File: src/rtl/keccak_chain_master_if.sv
// keccak_chain_master_if: command, result and accelerator-bus signals of the Keccak chain sequencer.
interface keccak_chain_master_if;
  logic         cmd_valid;
  logic         cmd_ready;
  logic [7:0]   cmd_secn;
  logic [5:0]   cmd_steps;
  logic         cmd_prf;
  logic [255:0] cmd_seed;
  logic [255:0] cmd_adrs;
  logic [255:0] cmd_msg;
  logic [255:0] cmd_sksd;
  logic         res_valid;
  logic         res_ready;
  logic [255:0] res_data;
  logic         res_err;
  logic         sel;
  logic [3:0]   wen;
  logic [6:0]   addr;
  logic [31:0]  wdata;
  logic [31:0]  rdata;
  logic         irq;

  modport master (
    input  cmd_valid, cmd_secn, cmd_steps, cmd_prf, cmd_seed, cmd_adrs, cmd_msg, cmd_sksd,
    input  res_ready, rdata, irq,
    output cmd_ready, res_valid, res_data, res_err, sel, wen, addr, wdata
  );

  modport slave (
    output cmd_valid, cmd_secn, cmd_steps, cmd_prf, cmd_seed, cmd_adrs, cmd_msg, cmd_sksd,
    output res_ready, rdata, irq,
    input  cmd_ready, res_valid, res_data, res_err, sel, wen, addr, wdata
  );
endinterface

File: src/rtl/keccak_chain_master.sv
// keccak_chain_master: loads, triggers, waits on and reads back one F/PRF chain on the Keccak accelerator.
// Build option KECC_MASTER_IRQ_EN: completion from the irq pulse instead of status polling.
module keccak_chain_master #(
  parameter int unsigned TIMEOUT  = 4096,
  parameter int unsigned POLL_GAP = 0
) (
  input  logic                 clk,
  input  logic                 rst,
  keccak_chain_master_if.master bus
);
  localparam int unsigned CW = 16;
  localparam logic [6:0] A_MSG    = 7'd0;
  localparam logic [6:0] A_ADRS   = 7'd50;
  localparam logic [6:0] A_SEED   = 7'd58;
  localparam logic [6:0] A_SKSD   = 7'd66;
  localparam logic [6:0] A_STATUS = 7'd120;
  localparam logic [6:0] A_SECN   = 7'd122;
  localparam logic [6:0] A_CHNS   = 7'd123;

  typedef enum logic [2:0] {S_IDLE, S_LOAD, S_TRIG, S_WAIT, S_READ, S_RES} state_t;

  state_t          state;
  logic [3:0]      w_q;
  logic [5:0]      steps_q;
  logic            prf_q;
  logic [255:0]    seed_q;
  logic [255:0]    adrs_q;
  logic [255:0]    pay_q;
  logic [4:0]      idx;
  logic [CW-1:0]   tmo_cnt;
`ifndef KECC_MASTER_IRQ_EN
  logic [CW-1:0]   gap_cnt;
  logic            pend;
  logic [CW-1:0]   gap_nxt_c;
`endif

  logic [5:0]      cmd_n_c;
  logic [4:0]      ld_nxt_c;
  logic [2:0]      ld_k;
  logic [6:0]      ld_addr_c;
  logic [31:0]     ld_data_c;
  logic            ld_last_c;
  logic [2:0]      rd_k_c;
  logic            done_c;
  logic            tmo_hit_c;

  function automatic logic [5:0] secn_norm(input logic [7:0] s);
    case (s)
      8'd16:   return 6'd16;
      8'd24:   return 6'd24;
      default: return 6'd32;
    endcase
  endfunction

  function automatic logic [255:0] trunc(input logic [255:0] d, input logic [3:0] w);
    logic [255:0] r;
    r = '0;
    for (int k = 0; k < 8; k++)
      if (4'(k) < w) r[32*k +: 32] = d[32*k +: 32];
    return r;
  endfunction

  // Next LOAD write: secn, seed[w], adrs[8], then SK.seed or message [w]
  always_comb begin
    cmd_n_c   = secn_norm(bus.cmd_secn);
    ld_nxt_c  = idx + 5'd1;
    ld_last_c = (idx == {w_q, 1'b0} + 5'd8);
    ld_k      = 3'd0;
    ld_addr_c = A_SECN;
    ld_data_c = 32'd0;
    if (ld_nxt_c <= 5'(w_q)) begin
      ld_k      = 3'(ld_nxt_c - 5'd1);
      ld_addr_c = A_SEED + 7'(ld_k);
      ld_data_c = seed_q[{ld_k, 5'd0} +: 32];
    end else if (ld_nxt_c <= 5'(w_q) + 5'd8) begin
      ld_k      = 3'(ld_nxt_c - 5'(w_q) - 5'd1);
      ld_addr_c = A_ADRS + 7'(ld_k);
      ld_data_c = adrs_q[{ld_k, 5'd0} +: 32];
    end else begin
      ld_k      = 3'(ld_nxt_c - 5'(w_q) - 5'd9);
      ld_addr_c = (prf_q ? A_SKSD : A_MSG) + 7'(ld_k);
      ld_data_c = pay_q[{ld_k, 5'd0} +: 32];
    end
  end

  // Completion / timeout detection during WAIT
  always_comb begin
    rd_k_c    = 3'(idx - 5'd1);
    tmo_hit_c = ((tmo_cnt + 16'd1) == CW'(TIMEOUT));
`ifdef KECC_MASTER_IRQ_EN
    done_c    = bus.irq;
`else
    done_c    = pend && (bus.rdata[15:0] == 16'd0);
    gap_nxt_c = (gap_cnt == CW'(POLL_GAP)) ? '0 : gap_cnt + 16'd1;
`endif
  end

  always_ff @(posedge clk or negedge rst) begin
    if (!rst) begin
      state         <= S_IDLE;
      bus.cmd_ready <= 1'b1;
      bus.res_valid <= 1'b0;
      bus.res_err   <= 1'b0;
      bus.res_data  <= '0;
      bus.sel       <= 1'b0;
      bus.wen       <= 4'h0;
      bus.addr      <= 7'd0;
      bus.wdata     <= 32'd0;
      w_q           <= 4'd0;
      steps_q       <= 6'd0;
      prf_q         <= 1'b0;
      seed_q        <= '0;
      adrs_q        <= '0;
      pay_q         <= '0;
      idx           <= 5'd0;
      tmo_cnt       <= '0;
`ifndef KECC_MASTER_IRQ_EN
      gap_cnt       <= '0;
      pend          <= 1'b0;
`endif
    end else begin
      case (state)
        S_IDLE: if (bus.cmd_valid) begin
          w_q           <= cmd_n_c[5:2];
          steps_q       <= bus.cmd_steps;
          prf_q         <= bus.cmd_prf;
          seed_q        <= bus.cmd_seed;
          adrs_q        <= bus.cmd_adrs;
          pay_q         <= bus.cmd_prf ? bus.cmd_sksd : bus.cmd_msg;
          bus.cmd_ready <= 1'b0;
          bus.res_err   <= 1'b0;
          idx           <= 5'd0;
          if (bus.cmd_steps == 6'd0 && !bus.cmd_prf) begin
            // Zero-length chain: the input is already the result
            state         <= S_RES;
            bus.res_valid <= 1'b1;
            bus.res_data  <= trunc(bus.cmd_msg, cmd_n_c[5:2]);
          end else begin
            state        <= S_LOAD;
            bus.res_data <= '0;
            bus.sel      <= 1'b1;
            bus.wen      <= 4'hF;
            bus.addr     <= A_SECN;
            bus.wdata    <= 32'(cmd_n_c);
          end
        end
        S_LOAD: begin
          if (ld_last_c) begin
            state     <= S_TRIG;
            bus.addr  <= A_CHNS;
            bus.wdata <= {24'd0, 1'b0, prf_q, steps_q};
          end else begin
            idx       <= ld_nxt_c;
            bus.addr  <= ld_addr_c;
            bus.wdata <= ld_data_c;
          end
        end
        S_TRIG: begin
          state     <= S_WAIT;
          tmo_cnt   <= '0;
          bus.wen   <= 4'h0;
          bus.wdata <= 32'd0;
`ifdef KECC_MASTER_IRQ_EN
          bus.sel   <= 1'b0;
`else
          bus.sel   <= 1'b1;
          bus.addr  <= A_STATUS;
          gap_cnt   <= '0;
          pend      <= 1'b0;
`endif
        end
        S_WAIT: begin
          tmo_cnt <= tmo_cnt + 16'd1;
          if (done_c) begin
            state    <= S_READ;
            idx      <= 5'd0;
            bus.sel  <= 1'b1;
            bus.addr <= A_MSG;
          end else if (tmo_hit_c) begin
            state         <= S_RES;
            bus.sel       <= 1'b0;
            bus.res_valid <= 1'b1;
            bus.res_err   <= 1'b1;
            bus.res_data  <= '0;
          end else begin
`ifndef KECC_MASTER_IRQ_EN
            pend    <= bus.sel;
            gap_cnt <= gap_nxt_c;
            bus.sel <= (gap_nxt_c == '0);
`endif
          end
        end
        S_READ: begin
          // Word k is issued in READ cycle k and captured in cycle k+1
          if (idx != 5'd0) bus.res_data[{rd_k_c, 5'd0} +: 32] <= bus.rdata;
          if (idx == 5'(w_q)) begin
            state         <= S_RES;
            bus.res_valid <= 1'b1;
            bus.sel       <= 1'b0;
          end else begin
            idx <= ld_nxt_c;
            if (ld_nxt_c < 5'(w_q)) bus.addr <= 7'(ld_nxt_c);
            else                    bus.sel  <= 1'b0;
          end
        end
        S_RES: if (bus.res_ready) begin
          state         <= S_IDLE;
          bus.res_valid <= 1'b0;
          bus.cmd_ready <= 1'b1;
        end
        default: state <= S_IDLE;
      endcase
    end
  end
endmodule

File: src/flat_wrapper.sv
// flat-port wrapper written by rule: the top's interface ports become plain ports
module keccak_chain_master_flat 
#(
  parameter int unsigned TIMEOUT  = 4096,
  parameter int unsigned POLL_GAP = 0
)
  (clk, rst, bus_cmd_valid, bus_cmd_secn, bus_cmd_steps, bus_cmd_prf, bus_cmd_seed, bus_cmd_adrs, bus_cmd_msg, bus_cmd_sksd, bus_res_ready, bus_rdata, bus_irq, bus_cmd_ready, bus_res_valid, bus_res_data, bus_res_err, bus_sel, bus_wen, bus_addr, bus_wdata);
  keccak_chain_master_if bus_i ();
  input  logic clk;
  input  logic rst;
  input wire logic [$bits(bus_i.cmd_valid)-1:0] bus_cmd_valid;
  input wire logic [$bits(bus_i.cmd_secn)-1:0] bus_cmd_secn;
  input wire logic [$bits(bus_i.cmd_steps)-1:0] bus_cmd_steps;
  input wire logic [$bits(bus_i.cmd_prf)-1:0] bus_cmd_prf;
  input wire logic [$bits(bus_i.cmd_seed)-1:0] bus_cmd_seed;
  input wire logic [$bits(bus_i.cmd_adrs)-1:0] bus_cmd_adrs;
  input wire logic [$bits(bus_i.cmd_msg)-1:0] bus_cmd_msg;
  input wire logic [$bits(bus_i.cmd_sksd)-1:0] bus_cmd_sksd;
  input wire logic [$bits(bus_i.res_ready)-1:0] bus_res_ready;
  input wire logic [$bits(bus_i.rdata)-1:0] bus_rdata;
  input wire logic [$bits(bus_i.irq)-1:0] bus_irq;
  output wire logic [$bits(bus_i.cmd_ready)-1:0] bus_cmd_ready;
  output wire logic [$bits(bus_i.res_valid)-1:0] bus_res_valid;
  output wire logic [$bits(bus_i.res_data)-1:0] bus_res_data;
  output wire logic [$bits(bus_i.res_err)-1:0] bus_res_err;
  output wire logic [$bits(bus_i.sel)-1:0] bus_sel;
  output wire logic [$bits(bus_i.wen)-1:0] bus_wen;
  output wire logic [$bits(bus_i.addr)-1:0] bus_addr;
  output wire logic [$bits(bus_i.wdata)-1:0] bus_wdata;
  assign bus_i.cmd_valid = bus_cmd_valid;
  assign bus_i.cmd_secn = bus_cmd_secn;
  assign bus_i.cmd_steps = bus_cmd_steps;
  assign bus_i.cmd_prf = bus_cmd_prf;
  assign bus_i.cmd_seed = bus_cmd_seed;
  assign bus_i.cmd_adrs = bus_cmd_adrs;
  assign bus_i.cmd_msg = bus_cmd_msg;
  assign bus_i.cmd_sksd = bus_cmd_sksd;
  assign bus_i.res_ready = bus_res_ready;
  assign bus_i.rdata = bus_rdata;
  assign bus_i.irq = bus_irq;
  assign bus_cmd_ready = bus_i.cmd_ready;
  assign bus_res_valid = bus_i.res_valid;
  assign bus_res_data = bus_i.res_data;
  assign bus_res_err = bus_i.res_err;
  assign bus_sel = bus_i.sel;
  assign bus_wen = bus_i.wen;
  assign bus_addr = bus_i.addr;
  assign bus_wdata = bus_i.wdata;
  keccak_chain_master #(.TIMEOUT(TIMEOUT), .POLL_GAP(POLL_GAP)) u_core (.clk(clk), .rst(rst), .bus(bus_i));
endmodule
File: config.mk
export PLATFORM = sky130hd
export DESIGN_NAME = keccak_chain_master_flat
export DESIGN_NICKNAME = d
export VERILOG_FILES = /design/src/rtl/keccak_chain_master_if.sv /design/src/rtl/keccak_chain_master.sv /design/src/flat_wrapper.sv
export SDC_FILE = /design/constraint.sdc
export NUM_CORES = 2
export LEC_CHECK = 0
export ABC_AREA = 1
export CAP_MARGIN = 15
export CORE_AREA = 2 2 543 545
export DETAILED_ROUTE_END_ITERATION = 10
export DIE_AREA = 0 0 545 547
export GPL_ROUTABILITY_DRIVEN = 0
export HOLD_SLACK_MARGIN = 0.12
export PLACE_DENSITY = 0.36
export RECOVER_POWER = 25
export SETUP_SLACK_MARGIN = 0.1
export SLEW_MARGIN = 30
export SYNTH_ARGS = -nofsm -noshare
export SYNTH_HDL_FRONTEND = slang
export SYNTH_SLANG_ARGS = --single-unit
File: constraint.sdc
create_clock -name clk -period 5.26 [get_ports clk]
set_clock_uncertainty 0.1 [all_clocks]
set_input_delay 1.052 -clock clk [delete_from_list [all_inputs] [get_ports clk]]
set_output_delay 1.052 -clock clk [all_outputs]
set_load 0.02 [all_outputs]
== Word level (Yosys, flattened, before mapping) ==
Index checks and enable logic that the tools add are counted.

* Magnitude comparators: 11
* Reductions and logical operators: 31
* Mux-type cells: 75
* Shifts and indexed selects: 5
* Equality and inequality tests: 26
* Add/subtract/negate cells: 14

{| class="wikitable"
|+ Operators with widths
! operator !! number
|-
| $mux 256 || 6
|-
| $pmux 256 s3 || 1
|-
| $shiftx 256x9->32 || 3
|-
| $mux 32 || 13
|-
| $bwmux 256 || 1
|-
| $shift 32x10->256 const A || 1
|-
| $shiftx 32x10->256 || 1
|-
| $pmux 32 s3 || 1
|-
| $pmux 16 s2 || 2
|-
| $mux 7 || 9
|-
| $logic_not 16->1 || 3
|-
| $mux 16 || 3
|-
| $pmux 7 s5 || 1
|-
| $add 16x1->16 const B || 2
|-
| $mux 3 || 7
|-
| $mux 5 || 4
|-
| $pmux 5 s4 || 1
|-
| $pmux 3 s6 || 1
|-
| $eq 16x13->1 const B || 1
|-
| $eq 8x5->1 const B || 2
|-
| $lt 3x4->1 const A || 4
|-
| $mux 1 || 16
|-
| $reduce_and 5->1 || 3
|-
| $add 6x3->7 const A || 2
|-
| other kinds (39) || 74
|}

* Output and inout bits: 303
* Flip-flop bits (word level): 1123
* Input port bits: 1076
* Word-level logic and storage cells: 181

== Logic depth before layout (Yosys ltp) ==
* Depth after elaboration: 8
* Gate-level depth with buffers: 23
* Gate-level depth less buffers: 19

== Worst setup path before layout ==
No wires, ideal clock.

* Kind: register to register
* Start: register u_core.idx[0]
* End: register u_core.bus.addr[2]
* Setup time: 0.128 ns
* Setup slack: 1.334 ns
* Stages on the path, launching flop included: 19
* Arrival time: 3.698 ns
* Required time: 5.032 ns
* Cell sequence: dfrtp_1 buf_2 inv_2 clkbuf_1 ha_1 inv_2 ha_1 ha_1 nand4_1 nand2_1 buf_2 inv_2 clkbuf_1 nand2_1 ha_1 ha_1 o21ai_0 a2bb2oi_1 o21ai_0

* Longest elaborated chain between the ends: 8
* Elaborated cells between the ends (all ways): 22
* Those cells by class: add/sub: 8; order compare: 3; eq/ne: 4; mux: 6; reduce/logical: 1

{| class="wikitable"
|+ RTL lines
! item !! RTL line !! RTL
|-
| from (decl) || keccak_chain_master.sv:29 || <nowiki>logic [4:0] idx;</nowiki>
|-
| from (signal assigned) || keccak_chain_master.sv:153 || <nowiki>idx <= ld_nxt_c;</nowiki>
|-
| from (signal assigned) || keccak_chain_master.sv:201 || <nowiki>idx <= ld_nxt_c;</nowiki>
|-
| $add 5x1->5 || keccak_chain_master.sv:66 || <nowiki>ld_nxt_c = idx + 5'd1;</nowiki>
|-
| $sub 3x3->3 || keccak_chain_master.sv:76, keccak_chain_master.sv:80 ||
|-
| $sub 3x1->3 || keccak_chain_master.sv:76, keccak_chain_master.sv:80 ||
|-
| $add 7x3->7 / $add 6x3->7 (equally long branches) || keccak_chain_master.sv:81, keccak_chain_master.sv:77 ||
|-
| $mux 7 || keccak_chain_master.sv:75 || <nowiki>end else if (ld_nxt_c <= 5'(w_q) + 5'd8) begin</nowiki>
|-
| $mux 7 || keccak_chain_master.sv:71 || <nowiki>if (ld_nxt_c <= 5'(w_q)) begin</nowiki>
|-
| $mux 7 || keccak_chain_master.sv:148 || <nowiki>if (ld_last_c) begin</nowiki>
|-
| $pmux 7 s5 || keccak_chain_master.sv:122 || <nowiki>case (state)</nowiki>
|-
| to (signal assigned) || keccak_chain_master.sv:154 || <nowiki>bus.addr <= ld_addr_c;</nowiki>
|-
| to (signal assigned) || keccak_chain_master.sv:202 || <nowiki>if (ld_nxt_c < 5'(w_q)) bus.addr <= 7'(ld_nxt_c);</nowiki>
|-
| to (decl) || keccak_chain_master_if.sv:26 || <nowiki>output cmd_ready, res_valid, res_data, res_err, sel, wen, addr, wdata</nowiki>
|}

Parallel ways exist; a longest one is shown, timed or not. The select of a mux whose other input is x is not followed.
A chain may end at the register's enable or synchronous reset.

==> results.json <==
{
  "tightestPinTransition_ns": 3.679,
  "async_flop_share_pct": 100.0,
  "insertion_delay_ns": 0.85,
  "critical_path_peak_fanout": 90,
  "die_area_sq_mm": 0.2981,
  "place_inst": 13140,
  "met3WireLength_mm": 54.53,
  "yosysWarningCount": 0,
  "fmax_mhz": 216.0,
  "setup_viol_count_final": 0,
  "power_density_mw_per_mm2": 590.7,
  "vias_per_cell": 4.956,
  "slew_headroom_pct": -145.2,
  "final-max-slew-violation-count": 83,
  "mostFrequentLayoutCell": "nand2_1",
  "swShare_pct": 50.41,
  "die_w_microns": 545,
  "num_vias": 67160,
  "p_int_mw": 24.47,
  "area_growth_pct": 39.75,
  "rsz0062_at_grt": "no",
  "leakagePower_nw": 38.14,
  "core-area_sq_mm": 0.2926,
  "synth_flop_cell": "dfrtp_1",
  "wire_per_inst_microns": 34.86,
  "firstDrtPassIters": 8,
  "wl_met2_mm": 188.2,
  "utilization_pct": 28.56,
  "syn_nets": 9360,
  "max_stage_delay_ns": 2.43,
  "nets": 10480,
  "power_frac_comb_pct": 49.5,
  "arrival_ns": 5.35,
  "finalNonFillerCells": 13550,
  "path_cells": "dlygate4sd3_1 -> clkbuf_2 -> clkbuf_2",
  "drtIter0Drc": 7603,
  "finalWorstSetupSlack_ns": 0.6299,
  "crit_path_end_kind": "async pin",
  "syn_avg_cell_area_sq_um": 7.236,
  "totalWireLength_mm": 472.3,
  "drtAntennaViolNets": 0,
  "cts_sinks": 1119,
  "synth_area_sq_mm": 0.05978,
  "portBuffers": 1377,
  "mostFrequentLayoutCells": "3323 x nand2_1, 1369 x clkdlybuf4s50_1, 1116 x dfrtp_1",
  "seqPwrFrac_pct": 28.0,
  "cpMostUsedCell": "clkbuf_2",
  "grt_max_degree": 177,
  "drive_above_1_share_pct": 5.401,
  "hold_viol": 0,
  "track_usage_pct": 30.63,
  "placed_area_sq_mm": 0.07807,
  "violations": "capacitance limit, slew limit",
  "rows": 199,
  "cts_resized": 0,
  "synth_edf_count": 0,
  "ys_seq_area_share_pct": 46.84,
  "dp.final_hpwl_mm": 368.9,
  "pre_cts_slack_ns": 0.7118,
  "critical_path_class": "in2async",
  "grt_antenna_before_repair": 303,
  "fillerInstances": 32000,
  "h-tree-depth": 4,
  "min_period_ns": 4.630,
  "io_pins": 1379,
  "die_y_microns": 547,
  "tns_ns": 0,
  "clockPowerShare_pct": 22.5,
  "wl_met1_mm": 208.6,
  "post_cts_buffers": 0,
  "top_layer": "met5",
  "cts_buffers": 162,
  "hold_class": "reg2reg",
  "design_area_sq_mm": 0.08354,
  "cp-start-kind": "input pin",
  "crit_path_top_delay_cell": "clkbuf_2",
  "first_global_vias": 64030,
  "clock_path_buffers": 4,
  "cts_tree": "yes",
  "crit_buf_inv": 3,
  "synth_seq_cells": 1119,
  "p_total_mw": 49.35,
  "hold_ws_ns": 0.3678,
  "outcome": "complete, but fails checks",
  "required_ns": 5.98,
  "drc": 0,
  "maxCapViolCount": 1,
  "synth_cell_types": 45,
  "cts_root_buf": "clkbuf_16",
  "p_sw_mw": 24.88,
  "holdBufCountCts": 1,
  "ir_worst_vdd_mv": 0.4286,
  "critPathTopFamily": "buffers and inverters",
  "grt_pass1_wl_mm": 612.7,
  "grt_overflow_total": 0,
  "cts.clk_slew.worst_paths_ns": 0.06,
  "syn_inst": 8262,
  "period_share_pct": 88.02,
  "start_util_pct": 20.43
}
routing by layer:
metal / track usage, % / vias to the layer above
li1: - / 29380
met1: 42.39 / 33350
met2: 41.24 / 3603
met3: 11.97 / 697
met4: 13.86 / 128
met5: 0 / -
area by class of cell:
type / instances / area (sq um) / area share [%]
Clock buffer: 234 / 4781 / 5.723
Inverter: 663 / 2501 / 2.994
Sequential cell: 1119 / 28010 / 33.53
Clock inverter: 47 / 367.9 / 0.4403
Timing Repair Buffer: 1576 / 15700 / 18.79
Tap cell: 3919 / 4903 / 5.869
Antenna cell: 132 / 330.3 / 0.3954
Multi-Input combinational cell: 5860 / 26950 / 32.26
state kept, by name, indices dropped and copies added, names as in the netlist:
| name | cells |
|---|---|
| u_core.adrs_q | 256 |
| u_core.bus.res_data | 256 |
| u_core.pay_q | 256 |
| u_core.seed_q | 256 |
| u_core.bus.wdata | 32 |
| u_core.gap_cnt | 16 |
| u_core.tmo_cnt | 16 |
| u_core.bus.addr | 7 |
| u_core.steps_q | 6 |
| u_core.idx | 5 |
| u_core.state | 3 |
| u_core.w_q | 3 |
| u_core.bus.cmd_ready | 1 |
| u_core.bus.res_err | 1 |
| u_core.bus.res_valid | 1 |
| u_core.bus.sel | 1 |
| u_core.bus.wen | 1 |
| u_core.pend | 1 |
| u_core.prf_q | 1 |
power by group through the flow:
stage | Clock [mW] | Combinational (mW) | Sequential [mW]
CTS | 11.3 | 24.3 | 13.7
global placement | 0 | 24.1 | 13.8
floorplan | 0 | 11.7 | 13.4
finish | 11.1 | 24.4 | 13.8
global route | 11.6 | 25.9 | 14.1
detailed placement | 0 | 24.2 | 13.8
Yosys cell counts (4+ instances only):
cell type	count	area share, %
nand2_1	3330	21
dfrtp_1	1118	47
o21ai_0	1005	8.4
inv_1	650	4.1
clkbuf_1	418	2.6
nand3_1	373	3.1
o211ai_1	298	3.7
nand4_1	289	3.0
a21oi_1	174	1.5
nor2_1	153	0.96
buf_2	140	1.2
o22ai_1	96	1.0
buf_1	43	0.27
ha_1	21	0.44
a22oi_1	17	0.21
buf_4	15	0.19
o31ai_1	14	0.18
xor2_1	14	0.21
nor3_1	13	0.11
o311ai_0	12	0.18
inv_2	8	0.050
o2111ai_1	7	0.10
a2111oi_0	6	0.088
o21ai_1	6	0.050
clkinv_1	5	0.031
buf_6	4	0.075
nand3_2	4	0.067
o221ai_1	4	0.059
tightest hold or removal path, stage by stage (launching register included):
cell     delay, ns
dfrtp_1       0.34
nand2_1       0.05
nand2_1       0.05
cell families after synthesis:
kind of cell,share of synthesized area [%]
buf+inv,8.493
xor+xnor,0.2344
simple gates,28.40
compound gates,15.56
fa+ha+maj,0.4730
flops,46.84
worst paths after layout:
check	end	startpoint	cells after the start	slack, ns
max	u_core.pay_q[27]$_DFFE_PN0P_	rst	3	0.63
min	u_core.seed_q[133]$_DFFE_PN0P_	u_core.seed_q[133]$_DFFE_PN0P_	2	0.37
max reg2reg	u_core.bus.res_data[153]$_DFFE_PN0P_	u_core.state[0]$_DFFE_PN0P_	9	0.67
min reg2reg	u_core.seed_q[133]$_DFFE_PN0P_	u_core.seed_q[133]$_DFFE_PN0P_	2	0.37
max in group clk	u_core.bus.res_data[153]$_DFFE_PN0P_	u_core.state[0]$_DFFE_PN0P_	9	0.67
min in group asynchronous	u_core.pay_q[248]$_DFFE_PN0P_	rst	2	1.87
Power figures use the tool's default switching activity.
